==> src/rtl/ps2_pkg.sv <==
// PS/2 set-2 keyboard decoding: shared scancode constants, frame states and lookup helpers.
package ps2_pkg;

  localparam logic [7:0] SC_EXT   = 8'hE0;
  localparam logic [7:0] SC_BREAK = 8'hF0;

  typedef enum logic [1:0] {
    FR_IDLE,
    FR_DATA,
    FR_PARITY,
    FR_STOP
  } frame_state_e;

  // Set-2 make code to ASCII; returns {mapped, ascii}.
  function automatic logic [8:0] sc2ascii(input logic [7:0] code);
    logic [8:0] r;
    case (code)
      8'h45:   r = {1'b1, 8'h30};
      8'h16:   r = {1'b1, 8'h31};
      8'h1E:   r = {1'b1, 8'h32};
      8'h26:   r = {1'b1, 8'h33};
      8'h25:   r = {1'b1, 8'h34};
      8'h2E:   r = {1'b1, 8'h35};
      8'h36:   r = {1'b1, 8'h36};
      8'h3D:   r = {1'b1, 8'h37};
      8'h3E:   r = {1'b1, 8'h38};
      8'h46:   r = {1'b1, 8'h39};
      8'h1C:   r = {1'b1, 8'h41};
      8'h32:   r = {1'b1, 8'h42};
      8'h21:   r = {1'b1, 8'h43};
      8'h23:   r = {1'b1, 8'h44};
      8'h24:   r = {1'b1, 8'h45};
      8'h2B:   r = {1'b1, 8'h46};
      8'h5A:   r = {1'b1, 8'h0D};
      8'h66:   r = {1'b1, 8'h08};
      default: r = 9'h000;
    endcase
    return r;
  endfunction

  // ASCII to hex nibble; returns {is_hex, nibble}, nibble forced to 0 when not a hex digit.
  function automatic logic [4:0] ascii2hex(input logic [7:0] a);
    logic [4:0] r;
    logic [7:0] t;
    r = 5'h00;
    t = 8'h00;
    if (a >= 8'h30 && a <= 8'h39) begin
      t = a - 8'h30;
      r = {1'b1, t[3:0]};
    end else if (a >= 8'h41 && a <= 8'h46) begin
      t = a - 8'h37;
      r = {1'b1, t[3:0]};
    end
    return r;
  endfunction

endpackage

==> src/rtl/ps2_rx_frame.sv <==
// PS/2 frame receiver: input synchronisers, ps2_clk fall detect, 11-bit frame FSM with odd-parity/stop checks and inactivity timeout.
module ps2_rx_frame
  import ps2_pkg::*;
#(
  parameter int TIMEOUT_CYCLES = 100000,
  parameter int SYNC_STAGES    = 2
) (
  input  logic       clk,
  input  logic       reset,
  input  logic       ps2_clk,
  input  logic       ps2_data,
  output logic [7:0] data_byte,
  output logic       byte_valid,
  output logic       frame_err
);

  localparam int TMO_W = $clog2(TIMEOUT_CYCLES + 1);
  localparam logic [TMO_W-1:0] TMO_LAST = TMO_W'(TIMEOUT_CYCLES - 1);

  logic [SYNC_STAGES-1:0] clk_sync_q, data_sync_q;
  logic                   prev_clk_q;
  frame_state_e           state_q, state_d;
  logic [2:0]             bitcnt_q, bitcnt_d;
  logic [TMO_W-1:0]       tmo_q, tmo_d;
  logic [7:0]             shreg_q, shreg_d;
  logic                   parity_q, parity_d;
  logic [7:0]             byte_q, byte_d;
  logic                   byte_valid_q, byte_valid_d;
  logic                   frame_err_q, frame_err_d;
  logic                   sync_clk, sync_data, fall;

  assign sync_clk  = clk_sync_q[SYNC_STAGES-1];
  assign sync_data = data_sync_q[SYNC_STAGES-1];
  // Chain resets low so an idle-high line after reset is seen as a rise, never a fall.
  assign fall      = prev_clk_q & ~sync_clk;

  // Synchronise both PS/2 lines into clk and remember the previous synced clock level.
  always_ff @(posedge clk or posedge reset) begin
    if (reset) begin
      clk_sync_q  <= '0;
      data_sync_q <= '0;
      prev_clk_q  <= 1'b0;
    end else begin
      clk_sync_q  <= {clk_sync_q[SYNC_STAGES-2:0], ps2_clk};
      data_sync_q <= {data_sync_q[SYNC_STAGES-2:0], ps2_data};
      prev_clk_q  <= sync_clk;
    end
  end

  // Frame FSM: every step happens on a ps2_clk fall; timeout aborts a stalled partial frame.
  always_comb begin
    state_d      = state_q;
    bitcnt_d     = bitcnt_q;
    shreg_d      = shreg_q;
    parity_d     = parity_q;
    byte_d       = byte_q;
    byte_valid_d = 1'b0;
    frame_err_d  = 1'b0;
    tmo_d        = (state_q == FR_IDLE || fall) ? '0 : tmo_q + TMO_W'(1);
    if (fall) begin
      case (state_q)
        FR_IDLE: begin
          if (!sync_data) begin
            state_d  = FR_DATA;
            bitcnt_d = 3'd0;
          end
        end
        FR_DATA: begin
          shreg_d  = {sync_data, shreg_q[7:1]};
          bitcnt_d = bitcnt_q + 3'd1;
          if (bitcnt_q == 3'd7) state_d = FR_PARITY;
        end
        FR_PARITY: begin
          parity_d = sync_data;
          state_d  = FR_STOP;
        end
        FR_STOP: begin
          if (sync_data && (^{shreg_q, parity_q})) begin
            byte_valid_d = 1'b1;
            byte_d       = shreg_q;
          end else begin
            frame_err_d  = 1'b1;
          end
          state_d = FR_IDLE;
        end
        default: state_d = FR_IDLE;
      endcase
    end else if (state_q != FR_IDLE && tmo_q == TMO_LAST) begin
      state_d     = FR_IDLE;
      frame_err_d = 1'b1;
    end
  end

  // Control state register.
  always_ff @(posedge clk or posedge reset) begin
    if (reset) begin
      state_q      <= FR_IDLE;
      bitcnt_q     <= 3'd0;
      tmo_q        <= '0;
      byte_valid_q <= 1'b0;
      frame_err_q  <= 1'b0;
    end else begin
      state_q      <= state_d;
      bitcnt_q     <= bitcnt_d;
      tmo_q        <= tmo_d;
      byte_valid_q <= byte_valid_d;
      frame_err_q  <= frame_err_d;
    end
  end

  // Data registers; only consumed when qualified by byte_valid.
  always_ff @(posedge clk) begin
    shreg_q  <= shreg_d;
    parity_q <= parity_d;
    byte_q   <= byte_d;
  end

  assign data_byte  = byte_q;
  assign byte_valid = byte_valid_q;
  assign frame_err  = frame_err_q;

endmodule

==> src/rtl/ps2_key_decoder.sv <==
// PS/2 keyboard decoder top: turns received set-2 bytes into a single held-key flag plus ASCII/hex outputs.
module ps2_key_decoder
  import ps2_pkg::*;
#(
  parameter int TIMEOUT_CYCLES = 100000,
  parameter int SYNC_STAGES    = 2
) (
  input  logic       clk,
  input  logic       reset,
  input  logic       ps2_clk,
  input  logic       ps2_data,
  output logic       key_state,
  output logic [7:0] key_ascii,
  output logic [3:0] key_hex,
  output logic       key_is_hex,
  output logic       frame_err
);

  logic [7:0] rx_byte;
  logic       rx_valid;
  logic       mapped;
  logic [7:0] map_ascii;
  logic       map_is_hex;
  logic [3:0] map_hex;

  logic       key_state_q, key_state_d;
  logic [7:0] key_ascii_q, key_ascii_d;
  logic [3:0] key_hex_q, key_hex_d;
  logic       key_is_hex_q, key_is_hex_d;
  logic [7:0] held_code_q, held_code_d;
  logic       ext_q, ext_d;
  logic       brk_q, brk_d;

  ps2_rx_frame #(
    .TIMEOUT_CYCLES (TIMEOUT_CYCLES),
    .SYNC_STAGES    (SYNC_STAGES)
  ) u_rx (
    .clk        (clk),
    .reset      (reset),
    .ps2_clk    (ps2_clk),
    .ps2_data   (ps2_data),
    .data_byte  (rx_byte),
    .byte_valid (rx_valid),
    .frame_err  (frame_err)
  );

  assign {mapped, map_ascii}   = sc2ascii(rx_byte);
  assign {map_is_hex, map_hex} = ascii2hex(map_ascii);

  // Scancode FSM: prefix flags plus single-key make/break tracking; ascii only changes on a fresh make.
  always_comb begin
    key_state_d  = key_state_q;
    key_ascii_d  = key_ascii_q;
    key_hex_d    = key_hex_q;
    key_is_hex_d = key_is_hex_q;
    held_code_d  = held_code_q;
    ext_d        = ext_q;
    brk_d        = brk_q;
    if (rx_valid) begin
      if (rx_byte == SC_EXT) begin
        ext_d = 1'b1;
      end else if (rx_byte == SC_BREAK) begin
        brk_d = 1'b1;
      end else if (ext_q) begin
        // Extended keys are not supported: drop the whole sequence.
        ext_d = 1'b0;
        brk_d = 1'b0;
      end else if (brk_q) begin
        if (key_state_q && rx_byte == held_code_q) key_state_d = 1'b0;
        brk_d = 1'b0;
      end else if (!key_state_q && mapped) begin
        // Repeats and roll-over while a key is held fall through here untouched.
        key_ascii_d  = map_ascii;
        key_hex_d    = map_hex;
        key_is_hex_d = map_is_hex;
        held_code_d  = rx_byte;
        key_state_d  = 1'b1;
      end
    end
  end

  // Decoder state and output registers.
  always_ff @(posedge clk or posedge reset) begin
    if (reset) begin
      key_state_q  <= 1'b0;
      key_ascii_q  <= 8'h00;
      key_hex_q    <= 4'h0;
      key_is_hex_q <= 1'b0;
      held_code_q  <= 8'h00;
      ext_q        <= 1'b0;
      brk_q        <= 1'b0;
    end else begin
      key_state_q  <= key_state_d;
      key_ascii_q  <= key_ascii_d;
      key_hex_q    <= key_hex_d;
      key_is_hex_q <= key_is_hex_d;
      held_code_q  <= held_code_d;
      ext_q        <= ext_d;
      brk_q        <= brk_d;
    end
  end

  assign key_state  = key_state_q;
  assign key_ascii  = key_ascii_q;
  assign key_hex    = key_hex_q;
  assign key_is_hex = key_is_hex_q;

endmodule

==> config.mk <==
export PLATFORM = sky130hd
export DESIGN_NAME = ps2_key_decoder
export DESIGN_NICKNAME = d
export VERILOG_FILES = /design/src/rtl/ps2_pkg.sv /design/src/rtl/ps2_rx_frame.sv /design/src/rtl/ps2_key_decoder.sv
export SDC_FILE = /design/constraint.sdc
export NUM_CORES = 1
export LEC_CHECK = 0
export CAP_MARGIN = 20
export CELL_PAD_IN_SITES_DETAIL_PLACEMENT = 1
export CELL_PAD_IN_SITES_GLOBAL_PLACEMENT = 1
export CORE_ASPECT_RATIO = 1.2
export CORE_MARGIN = 2
export CORE_UTILIZATION = 50
export CTS_BUF_LIST = sky130_fd_sc_hd__clkbuf_4 sky130_fd_sc_hd__clkbuf_8
export CTS_CLUSTER_SIZE = 16
export DETAILED_ROUTE_END_ITERATION = 12
export PLACE_DENSITY = 0.78
export SYNTH_ARGS = -nofsm -noshare
export SYNTH_HDL_FRONTEND = slang
export SYNTH_HIERARCHICAL = 1
export SYNTH_SLANG_ARGS = --single-unit
==> constraint.sdc <==
create_clock -name clk -period 3.4 [get_ports clk]
set_input_delay 0.68 -clock clk [delete_from_list [all_inputs] [get_ports clk]]
set_output_delay 0.68 -clock clk [all_outputs]
set_load 0.01 [all_outputs]
---- Yosys cells after proc, flatten, opt, wreduce, memory -nomap -nowiden ----
Cells that the tools add are included.
word-level totals
  register bits ........................... 70
  word-level logic and storage cells ...... 110
cells by class
  add/sub/neg operators ................... 4
  order comparisons ....................... 4
  equality and inequality tests ........... 31
  mux-type cells .......................... 24
  bitwise operators ....................... 6
  reductions and logical operators ........ 23
operators by type and width
  cell                                                               number
  case mux 9 bit (18 select lines)                                   1
  == test 8 x 6 -> 1 bit, second input constant                      11
  == test 8 x 7 -> 1 bit, second input constant                      4
  == test 8 x 5 -> 1 bit, second input constant                      3
  adder 17 x 1 -> 17 bit, second input constant                      1
  == test 17 bit, second input constant                              1
  two-way mux 17 bit                                                 1
  == test 8 bit, second input constant                               2
  two-way mux 1 bit                                                  13
  AND reduction 6 bit                                                2
  two-way mux 5 bit                                                  2
  AND reduction 3 bit                                                3
  XOR reduction 9 bit                                                1
  == test 8 bit                                                      1
  greater-or-equal comparator 8 x 6 -> 1 bit, second input constant  1
  greater-or-equal comparator 8 x 7 -> 1 bit, second input constant  1
  less-or-equal comparator 8 x 6 -> 1 bit, second input constant     1
  less-or-equal comparator 8 x 7 -> 1 bit, second input constant     1
  two-way mux 2 bit                                                  4
  case mux 2 bit (4 select lines)                                    1
  AND reduction 2 bit                                                4
  nonzero test 2 bit                                                 4
  logical AND 1 bit                                                  6
  != test 3 bit, second input constant                               2
  15 further kinds                                                   21

---- Logic depth before layout (Yosys ltp) ----
  depth in word-level cells ............... 6
  depth in mapped cells ................... 13
  gate-level depth less buffers ........... 12

---- Cells and area by module ----
Netlist, hierarchy kept.
by module, submodules not included
  module           times used  cells an instance  area each (µm²)  seq. area each (µm²)
  ps2_rx_frame     1           158                2006.9           1236.2
  ps2_key_decoder  1           165                1576.5           550.5

---- Worst setup path before layout ----
Ideal clock, no wire load.
  path type ............................... register to register
  start point ............................. register u_rx.byte_q[3] (netlist: u_rx/data_byte[3])
  end point ............................... register key_hex_q[1] (netlist: key_hex[1])
  setup time .............................. 0.121 ns
  arrival ................................. 2.380 ns
  data required time ...................... 3.279 ns
  path slack .............................. 0.899 ns
  cell stages (with the launch flop) ...... 12
  clock period less this slack ............ 2.501 ns
  cells stage by stage .................... edfxtp_1 buf_2 or4_1 o311ai_0 o21ai_0 o21ai_0 ha_1 nor2_1 o21ai_0 nand2_1 a21bo_2 a22o_1
on the way
  cells in the longest elaborated chain, start to end .. 6
ends and longest elaborated chain
  what                                                                                                   RTL line               source
  start: declaration                                                                                     ps2_rx_frame.sv:27     logic [7:0] byte_q, byte_d;
  start signal: assignment                                                                               ps2_rx_frame.sv:115    byte_q <= byte_d;
  == test 8 x 7 -> 1 bit (tied with other cells)                                                         ps2_pkg.sv:17          case (code)
  case mux 9 bit (18 select lines) *                                                                     ps2_pkg.sv:17
  named net map_ascii[0]                                                                                 ps2_key_decoder.sv:22  logic [7:0] map_ascii;
  greater-or-equal comparator 8 x 7 -> 1 bit or less-or-equal comparator 8 x 7 -> 1 bit (tied branches)  ps2_pkg.sv:50          end else if (a >= 8'h41 && a <= 8'h46) begin
  logical AND 1 bit                                                                                      ps2_pkg.sv:50
  two-way mux 5 bit                                                                                      ps2_pkg.sv:50
  two-way mux 5 bit *                                                                                    ps2_pkg.sv:47          if (a >= 8'h30 && a <= 8'h39) begin
  end signal: assignment                                                                                 ps2_key_decoder.sv:95  key_hex_q <= key_hex_d;
  end: declaration                                                                                       ps2_key_decoder.sv:28  logic [3:0] key_hex_q, key_hex_d;
The timed path passes the listed nets; every way through them passes the cells marked *.
A chain may end at the register's enable or synchronous reset.

---- Worst setup path in the final report ----
  start point ............................. register u_rx.byte_q[6] (netlist: u_rx/data_byte[6])
  end point ............................... register key_hex_q[3] (netlist: key_hex[3])
The elaborated chain is that of the path after synthesis.

==> PnR_summary.wiki <==
{| class="wikitable"
! Metric !! Value
|-
| Detailed Route WL || 7.35 mm
|-
| Startpoint types || register
|-
| Synth Warn # || 6
|-
| Run status || finished clean
|-
| Share of final-layout standard cells stronger than drive strength 1 || around an eighth
|-
| Final GP Congestion || between 0.8 and 0.9
|-
| #FFs+latches synth || 68
|-
| Area of the die || just under 8000 sq um
|-
| Share of the synthesized area in the top cell type || between 30% and 40%
|-
| Total of buffers placed on input and output ports || 17
|-
| Postcts setup bufs || 0
|-
| Core Footprint || a little under 7000 sq um
|-
| Cell area after synthesis || about 3600 sq um
|-
| Total iterations of the first detailed-routing run || 4
|-
| Number of top-level pins || 19
|-
| Global routing usage on met2 || 37.0%
|-
| Max Transition Viols Final || 0
|-
| Upper clock frequency limit || between 300 and 400 MHz
|-
| Leakage power || 0.00169 uW
|-
| Initial core utilization || about half
|-
| Maximum number of pins on one net before global-route repair || 30
|-
| Met1 usage || between 20% and 30%
|-
| Number of buffers created by CTS || 9
|-
| Post-route total power || around 1700 uW
|-
| TritonCTS clock tree || yes
|-
| Largest cells by area after synthesis || dfrtp_1 (36%), edfxtp_1 (14%), xor2_1 (4.6%), ha_1 (3.8%), nor2_1 (3.4%)
|-
| Average wire per standard cell || about 17 um
|-
| Final cell count without fillers || 432
|-
| CTS Hold Buffers Added || 0
|-
| Min Clock Period, post-route || roughly 3 ns
|-
| Share of the clock period used by the worst path || 87.0%
|-
| CP Max Fanout || 11
|-
| # setup viols final || 0
|-
| Post-CTS clock slew at the launch and capture registers of the worst setup and hold paths || around 0.070 ns
|-
| RSZ-0062 raised after global routing || no
|-
| Arr. time, crit path || 3.19 ns
|-
| Vias in the first global route || around 2700
|-
| Drc violations || 0
|-
| Longest Clk Path Bufs || 2
|-
| Final Skew || 0.0104 ns
|-
| Max-capacitance violation count || 0
|-
| Hold Crit Class || register to register
|-
| Cells after synthesis || roughly 320
|-
| Synth cell types || 68
|-
| Antenna violations before repair || 0
|-
| Sequential cell area fraction in the yosys report || between 40 and 50%
|-
| Mapped Avg Cell Area || approximately 11 sq um
|-
| Endpoint required time on the critical path || around 3.6 ns
|-
| Total track usage || a little over 20%
|-
| Average via count per standard cell || ~5.7
|-
| Async S/R FF share, synth || around three quarters
|-
| Number of cell rows || 33
|-
| CTS H-tree depth || 3
|-
| Most Used Layer, Global Route || met2
|-
| Final antenna diode count || 0
|-
| Max transition margin || between 40% and 50%
|-
| Antenna Violating Nets Remaining || 0
|-
| Highest ir drop seen on vdd || 355 uV
|-
| Placed instance count || approximately 420
|-
| Final Hold Fails || 0
|-
| Pin slew with the least headroom to its limit || ~0.86 ns
|-
| Vert. Die Dim || between 90 and 100 um
|-
| Synth-to-Final Area Change || 11.8%
|-
| Worst hold slack after final layout || 0.349 ns
|-
| Wire length of the first global-routing pass || about 13 mm
|-
| HPWL Detailed || approximately 5.2 mm
|-
| Pwr dens || around 420 nW/um^2
|-
| Net Count, Synth || ~340
|-
| Finished Core Util || roughly 58%
|-
| Later-pin clock latency in the skew report || ~0.35 ns
|-
| Cell at the root of the clock tree || clkbuf_8
|-
| Cell type with the highest aggregate area in the netlist || dfrtp_1
|-
| Worst setup path category || register to register
|-
| Post-CTS sizing || 0
|-
| Net total in the final layout || between 300 and 400
|-
| Grt ovf || 0
|-
| Number of enable flip-flop cells after synthesis || 17
|-
| Synth Flop Type || dfrtp_1
|-
| Met3 usage || ~4.5%
|-
| Critical path endpoint category || register
|-
| Overall via count from detail_route || approximately 2500
|-
| First DRT Iteration DRCs || 78
|-
| Die boundary width || roughly 81 um
|-
| Fin Setup TNS || 0 ns
|-
| Number of clock sinks seen by CTS || between 60 and 70
|}
where the power goes:
part | total, uW | internal, uW | switching [uW] | leakage (uW)
clock network | 730 | 409 | 321 | 0.000101
registers | 864 | 851 | 13.1 | 0.000853
logic | 76.4 | 25.1 | 51.3 | 0.000740
layer usage:
| metal | vias up | wire length, um |
|---|---|---|
| met4 | 0 | 172 |
| met3 | 15 | 160 |
| met2 | 33 | 4080 |
| met1 | 1250 | 2940 |
| li1 | 1171 | - |
| met5 | - | 0 |
per-stage QoR:
stage	area, sq um	setup WS [ns]
after global placement	3790	0.532
final	4010	0.441
after CTS	4010	0.444
after global routing	4010	0.140
after detailed placement	3790	0.506
after floorplan	3580	0.899
final cells by class:
type	instances	area (sq um)
fillers	732	2890
well taps	87	109
clock inverters	7	91.3
inverters	12	45.0
multi-input cells	225	1630
flip-flops and latches	68	1790
repair buffers	24	223
clock buffers	9	124
kinds of logic (layout without fill, tap and decap cells):
group	Yosys count	in the layout	share of synthesized area, %
AO/OA/AOI/OAI	48	48	9.15
XOR/XNOR	32	32	8.41
adder cells (fa/ha/maj)	11	11	3.84
buffers and inverters	30	52	4.68
flip-flops	68	68	49.9
multiplexers	14	14	4.82
other	1	1	0.105
AND/OR/NAND/NOR	119	119	19.1
sequential cells by signal, summed over array words and instances (netlist names), 3 cells and up:
register	count
u_rx/shreg_q	8
key_ascii	6
held_code_q	8
u_rx/data_byte	8
u_rx/bitcnt_q	3
u_rx/tmo_q	17
key_hex	4
critical path, stage by stage, from the launching register on:
cell and delay, ns:
edfxtp_1 0.59, nor2_1 0.40, nand2_1 0.16, o311ai_0 0.33, o21ai_0 0.13, o21ai_0 0.12, buf_4 0.18, inv_1 0.05
ha_1 0.21, nor2_1 0.10, o21ai_0 0.08, nand2_1 0.14, a21oi_1 0.12, a22o_1 0.22
final timing paths:
kind,start,end,slack (ns),cells past startpoint
worst min-delay path,u_rx/data_sync_q[0],u_rx/data_sync_q[1],0.35,0
worst min register to register,u_rx/data_sync_q[0],u_rx/data_sync_q[1],0.35,0
max in group asynchronous,reset,key_ascii[6],2.02,2
worst max-delay path,u_rx/data_byte[6],key_hex[3],0.44,13
min in group asynchronous,reset,u_rx/tmo_q[12],0.74,3
worst max register to register,u_rx/data_byte[6],key_hex[3],0.44,13
cell usage after synthesis (5+ instances only):
cell and instances:
dfrtp_1 51, nor2_1 32, nand2_1 22, xor2_1 19, edfxtp_1 17, nand3_1 15
inv_1 12, ha_1 11, o21ai_0 11, xnor2_1 11, buf_2 8, a21oi_1 7
mux2_2 6, nand4_1 6, mux2_4 5, nor2b_1 5, o21ai_1 5
cells in the final DEF, fill, tap and decap left out, types with 3 or more instances in the layout:
cell type,netlist,routed
nand3_1,15,15
nand2b_1,4,4
buf_4,3,7
nand2_1,22,22
edfxtp_1,17,17
and2_1,3,3
o21ai_0,11,11
mux2_4,5,5
mux2i_1,3,3
xnor2_1,11,11
o21ai_1,5,5
clkdlybuf4s50_1,0,17
clkbuf_8,0,9
xor2_1,19,19
inv_1,12,12
ha_1,11,11
nand3b_1,3,3
nor2b_1,5,5
a21oi_1,7,7
dfrtp_1,51,51
mux2_2,6,6
o211ai_1,3,3
nor2_1,32,32
nand4_1,6,6
nor4_1,4,4
a31oi_1,3,3
No activity file was read; power rests on OpenSTA's default activity.
